==> src/rtl/relay_pkg.sv <==
// Shared types and helpers for the relay bank scheduler.
package relay_pkg;

    localparam int TIMER_W = 32;

    typedef enum logic [1:0] {
        IDLE = 2'd0,
        PEND = 2'd1,
        ON   = 2'd2
    } ch_state_t;

    // Bits needed to hold a count in 0..n.
    function automatic int cnt_w(input int n);
        return $clog2(n + 1);
    endfunction

endpackage

==> src/rtl/relay_channel.sv <==
// One relay channel: IDLE/PEND/ON state machine with a retriggerable hold timer.
module relay_channel
    import relay_pkg::*;
#(
    parameter logic [TIMER_W-1:0] ON_CYCLES = 32'd100_000_000
) (
    input  logic clk,
    input  logic reset_n,
    input  logic i_enable,
    input  logic i_req,
    input  logic i_grant,
    output logic o_pending,
    output logic o_active,
    output logic o_relay_n,
    output logic o_act_nxt,
    output logic o_pend_nxt
);

    ch_state_t          r_state;
    ch_state_t          w_state_nxt;
    logic [TIMER_W-1:0] r_timer;
    logic [TIMER_W-1:0] w_timer_nxt;
    logic               r_pending;
    logic               r_active;
    logic               r_relay_n;

    always_comb begin
        w_state_nxt = r_state;
        w_timer_nxt = r_timer;
        if (!i_enable) begin
            w_state_nxt = IDLE;
            w_timer_nxt = '0;
        end else begin
            case (r_state)
                IDLE: if (i_req) w_state_nxt = PEND;
                // Requests are latched: a PEND channel waits here even if req drops.
                PEND: if (i_grant) begin
                    w_state_nxt = ON;
                    w_timer_nxt = ON_CYCLES;
                end
                ON: begin
                    if (i_req) begin
                        w_timer_nxt = ON_CYCLES;
                    end else if (r_timer == '0) begin
                        w_state_nxt = IDLE;
                    end else begin
                        w_timer_nxt = r_timer - TIMER_W'(1);
                    end
                end
                default: begin
                    w_state_nxt = IDLE;
                    w_timer_nxt = '0;
                end
            endcase
        end
    end

    assign o_act_nxt  = (w_state_nxt == ON);
    assign o_pend_nxt = (w_state_nxt == PEND);

    always_ff @(posedge clk) begin
        if (!reset_n) begin
            r_state   <= IDLE;
            r_timer   <= '0;
            r_pending <= 1'b0;
            r_active  <= 1'b0;
            r_relay_n <= 1'b1;
        end else begin
            r_state   <= w_state_nxt;
            r_timer   <= w_timer_nxt;
            r_pending <= o_pend_nxt;
            r_active  <= o_act_nxt;
            r_relay_n <= ~o_act_nxt;
        end
    end

    assign o_pending = r_pending;
    assign o_active  = r_active;
    assign o_relay_n = r_relay_n;

endmodule

==> src/rtl/relay_bank_scheduler.sv <==
// Shares MAX_ON relay slots among N_CH channels with round-robin grants
// spaced by a stagger interval to limit inrush current.
module relay_bank_scheduler
    import relay_pkg::*;
#(
    parameter int unsigned        N_CH           = 4,
    parameter int unsigned        MAX_ON         = 2,
    parameter logic [TIMER_W-1:0] ON_CYCLES      = 32'd100_000_000,
    parameter logic [TIMER_W-1:0] STAGGER_CYCLES = 32'd5_000_000
) (
    input  logic                      clk,
    input  logic                      reset_n,
    input  logic                      enable,
    input  logic [N_CH-1:0]           req,
    output logic [N_CH-1:0]           relay_n,
    output logic [N_CH-1:0]           active_mask,
    output logic [N_CH-1:0]           pending_mask,
    output logic [cnt_w(N_CH)-1:0]    active_count,
    output logic                      busy
);

    localparam int CNT_W = cnt_w(N_CH);
    localparam int PTR_W = (N_CH > 1) ? $clog2(N_CH) : 1;

    logic [PTR_W-1:0]   r_rr_ptr;
    logic [TIMER_W-1:0] r_stagger;
    logic [CNT_W-1:0]   r_active_count;
    logic               r_busy;

    logic [N_CH-1:0]    w_grant;
    logic [N_CH-1:0]    w_act_nxt;
    logic [N_CH-1:0]    w_pend_nxt;
    logic [PTR_W:0]     w_sum;
    logic [PTR_W-1:0]   w_win;
    logic [PTR_W-1:0]   w_rr_nxt;
    logic               w_found;
    logic               w_slot_ok;
    logic [CNT_W-1:0]   w_cnt_nxt;

    for (genvar g = 0; g < N_CH; g++) begin : g_ch
        relay_channel #(
            .ON_CYCLES (ON_CYCLES)
        ) u_ch (
            .clk        (clk),
            .reset_n    (reset_n),
            .i_enable   (enable),
            .i_req      (req[g]),
            .i_grant    (w_grant[g]),
            .o_pending  (pending_mask[g]),
            .o_active   (active_mask[g]),
            .o_relay_n  (relay_n[g]),
            .o_act_nxt  (w_act_nxt[g]),
            .o_pend_nxt (w_pend_nxt[g])
        );
    end

    // First pending channel at or after the round-robin pointer, wrapping.
    always_comb begin
        w_found = 1'b0;
        w_win   = '0;
        w_sum   = '0;
        for (int k = 0; k < N_CH; k++) begin
            w_sum = {1'b0, r_rr_ptr} + (PTR_W+1)'(k);
            if (w_sum >= (PTR_W+1)'(N_CH)) w_sum = w_sum - (PTR_W+1)'(N_CH);
            if (!w_found && pending_mask[w_sum[PTR_W-1:0]]) begin
                w_found = 1'b1;
                w_win   = w_sum[PTR_W-1:0];
            end
        end
    end

    // The registered count is used, so a slot freed this edge is only reusable next cycle.
    assign w_slot_ok = enable && (r_active_count < CNT_W'(MAX_ON)) && (r_stagger == '0);
    assign w_rr_nxt  = (w_win == PTR_W'(N_CH - 1)) ? '0 : w_win + PTR_W'(1);

    always_comb begin
        w_grant = '0;
        if (w_slot_ok && w_found) w_grant[w_win] = 1'b1;
    end

    always_comb begin
        w_cnt_nxt = '0;
        for (int i = 0; i < N_CH; i++) w_cnt_nxt = w_cnt_nxt + CNT_W'(w_act_nxt[i]);
    end

    always_ff @(posedge clk) begin
        if (!reset_n) begin
            r_rr_ptr       <= '0;
            r_stagger      <= '0;
            r_active_count <= '0;
            r_busy         <= 1'b0;
        end else begin
            r_active_count <= w_cnt_nxt;
            r_busy         <= |{w_act_nxt, w_pend_nxt};
            if (!enable) begin
                r_stagger <= '0;
            end else if (w_grant != '0) begin
                r_stagger <= STAGGER_CYCLES;
                r_rr_ptr  <= w_rr_nxt;
            end else if (r_stagger != '0) begin
                r_stagger <= r_stagger - TIMER_W'(1);
            end
        end
    end

    assign active_count = r_active_count;
    assign busy         = r_busy;

endmodule

==> config.mk <==
export PLATFORM = sky130hd
export DESIGN_NAME = relay_bank_scheduler
export DESIGN_NICKNAME = d
export VERILOG_FILES = /design/src/rtl/relay_pkg.sv /design/src/rtl/relay_channel.sv /design/src/rtl/relay_bank_scheduler.sv
export SDC_FILE = /design/constraint.sdc
export NUM_CORES = 1
export LEC_CHECK = 0
export ABC_AREA = 1
export ABC_CLOCK_PERIOD_IN_PS = 8300
export CAP_MARGIN = 10
export CORE_UTILIZATION = 35
export DETAILED_ROUTE_END_ITERATION = 8
export PLACE_DENSITY = 0.51
export SETUP_SLACK_MARGIN = 0.2
export SYNTH_ARGS = -nofsm -noshare
export SYNTH_HDL_FRONTEND = slang
export SYNTH_HIERARCHICAL = 1
export SYNTH_SLANG_ARGS = --single-unit
==> constraint.sdc <==
create_clock -name clk -period 8.3 [get_ports clk]
set_input_delay 2.49 -clock clk [delete_from_list [all_inputs] [get_ports clk]]
set_output_delay 2.49 -clock clk [all_outputs]
set_load 0.05 [all_outputs]
==> reports/qor.csv <==
metric,value,unit
outcome,"complete, no violations",
async_flop_share,0,
peakVddDrop,0.000225,V
post-place-ws,1.94,ns
synth.avg_cell_area,6.02,sq um
slew_viol_final,0,
antenna_found_initial,0,
diodes,0,
power.density,296,mW/mm^2
synth_top_area_share,0.299,
synth_fp_nets,2110,
synth_cell_types,46,
final_cell_mix,"nand2_1 (640), nor2_1 (378), inv_1 (230)",
grt_pass1_wl,57000,um
htreeDepth,4,
postCtsHoldBufs,0,
clock_latency,0.45,ns
slew_headroom,0.361,
hpwl,25000,um
final_area,0.0136,sq mm
synth-main-ff-cell,dfxtp_1,
period_minus_slack,5.84,ns
drive_gt1_frac,0.0635,
fillCellCount,3799,
max_freq,171,MHz
critPathKind,in2reg,
wl_met2,15500,um
hold_viol_final,0,
portBuffers,22,
hold_ws,0.469,ns
worstPathArrival,6.19,ns
core_area,0.0348,sq mm
maxCapViolCount,0,
fin_skew,0.0153,ns
wl_met3,1240,um
synth_mux_area_frac,0,
clockBufferDepth,2,
cp.required,8.65,ns
setup_ws,2.46,ns
ctsResizeCount,0,
yosysWarnings,6,
dieArea,0.0364,sq mm
antenna_left,0,
post_cts_buffers,0,
fin_crit_sh,0.704,
fin_nets,2102,
synthSimpleGateAreaFrac,0.448,
floorplan.initialDensity,0.358,
synth_compound_area_frac,0.106,
synthTopCellsByArea,"dfxtp_1 (30%), nand2_1 (19%), nor2_1 (11%)",
synth_seq_cells,186,
postSynthCellCount,2073,
ys_seq_area_frac,0.299,
gp_congestion,0.912,
drc,0,
cts_root_buffer,clkbuf_16,
synth-xor-area-share,0.0183,
area_growth,8.89,%
cts_buffers,17,
overflow,0,
wl_per_cell,13.5,um
first_pass_iters,7,
drt-vias-per-instance,4.87,
cts.reportedPaths.clkPinSlew,0.08,ns
crit_path_start_kind,input port,
crit_path_max_fanout,10,
worst_pin_slew,0.955,ns
yosys.area_share.adder,0.0307,
synth_top_family_by_area,simple AND/OR/NAND/NOR gates,
rows,68,
p_leak,6.72,nW
drt-initial-drc-count,718,
hp-class,reg2reg,
clock_sinks,186,
grt_max_degree,42,
rsz0062_at_grt,no,
top_layer_used,met4,
finalSetupViolCount,0,
first_global_vias,11400,
io_pins,23,
vias,12300,
wl,34100,um
die_w,191,um
fin_setup_tns,0,ns
netlist_area,0.0125,sq mm
endpoint_kind,register,
wl_met1,16800,um
synth_edf_count,0,
track_usage,0.194,
final_common_cell,nand2_1,
cts_tree,yes,
die_h,191,um
place_area,0.0129,sq mm
synth.largest_area_cell,dfxtp_1,
[cell families (layout without fill, tap and decap cells)]
| kind of cell | after synthesis | after routing |
|---|---|---|
| buf+inv | 287 | 292 |
| fa+ha+maj | 30 | 30 |
| simple gates | 1297 | 1297 |
| compound gates | 247 | 247 |
| flops | 186 | 186 |
| xor+xnor | 26 | 26 |
[power breakdown]
part	internal [mW]	total, mW	switching [mW]
clock	0.518	0.906	0.388
sequential	0.982	1.08	0.0972
combinational	0.677	2.03	1.36
total	2.18	4.02	1.84
[synthesized netlist by cell type (8+ instances only)]
cell,instances
xnor2_1,13
clkbuf_1,26
o21ai_0,66
buf_4,8
xor2_1,13
a21oi_1,138
nand4_1,28
o21ai_1,22
nor3_1,34
nor2_1,378
nand3_2,10
nand3_1,116
nand2_1,640
inv_1,230
nor2_2,37
dfxtp_1,186
nor2_4,11
buf_6,9
nand2_4,8
ha_1,29
[layout make-up]
cell class / count / area, sq um / share of cell area
Clock buffer: 20 / 447 / 0.0329
Clock inverter: 12 / 186 / 0.0137
Inverter: 236 / 896 / 0.0660
Multi-Input combinational cell: 1600 / 7520 / 0.554
Sequential cell: 186 / 3720 / 0.274
Tap cell: 455 / 569 / 0.0419
Timing Repair Buffer: 24 / 235 / 0.0173
[final timing paths]
kind | startpoint | slack [ns] | to | depth (start not counted)
max | enable | 2.46 | active_count[1] | 17
min | g_ch[1].u_ch/r_timer[0] | 0.47 | g_ch[1].u_ch/r_timer[0] | 2
max reg2reg | r_rr_ptr[0] | 4.13 | active_count[1] | 25
min reg2reg | g_ch[1].u_ch/r_timer[0] | 0.47 | g_ch[1].u_ch/r_timer[0] | 2
[per-stage QoR]
stage | util | power [mW] | cells
5_1_grt | 0.390 | 4.37 | 2533
3_3_place_gp | 0.372 | 3.13 | 2501
3_5_place_dp | 0.372 | 3.11 | 2501
4_1_cts | 0.390 | 4.04 | 2533
2_1_floorplan | - | 2.70 | 2073
6_report | 0.390 | 4.02 | 2533
[worst max-delay path, stage by stage]
cell	delay, ns
clkdlybuf4s50_1	0.79
nand2_1	0.23
nor3_4	0.35
nand2_1	0.21
nor2_1	0.18
nand2_1	0.08
a21oi_1	0.12
a21boi_0	0.35
nand2_1	0.12
inv_1	0.07
inv_1	0.06
fa_1	0.53
inv_1	0.04
ha_1	0.17
ha_1	0.26
nand2_1	0.07
inv_1	0.05
[registers in the layout, summed over array words and instances (netlist names)]
| signal | count |
|---|---|
| r_rr_ptr | 2 |
| busy | 1 |
| g_ch.u_ch/o_pending | 4 |
| g_ch.u_ch/o_relay_n | 4 |
| r_stagger | 32 |
| g_ch.u_ch/r_state | 8 |
| g_ch.u_ch/o_active | 4 |
| g_ch.u_ch/r_timer | 128 |
| active_count | 3 |
[layer usage]
layer,track usage,vias to the layer above
met2,0.320,224
li1,-,6504
met1,0.260,5585
met5,0,-
met3,0.0293,30
met4,0.0517,0
Power figures use the tool's default switching activity.
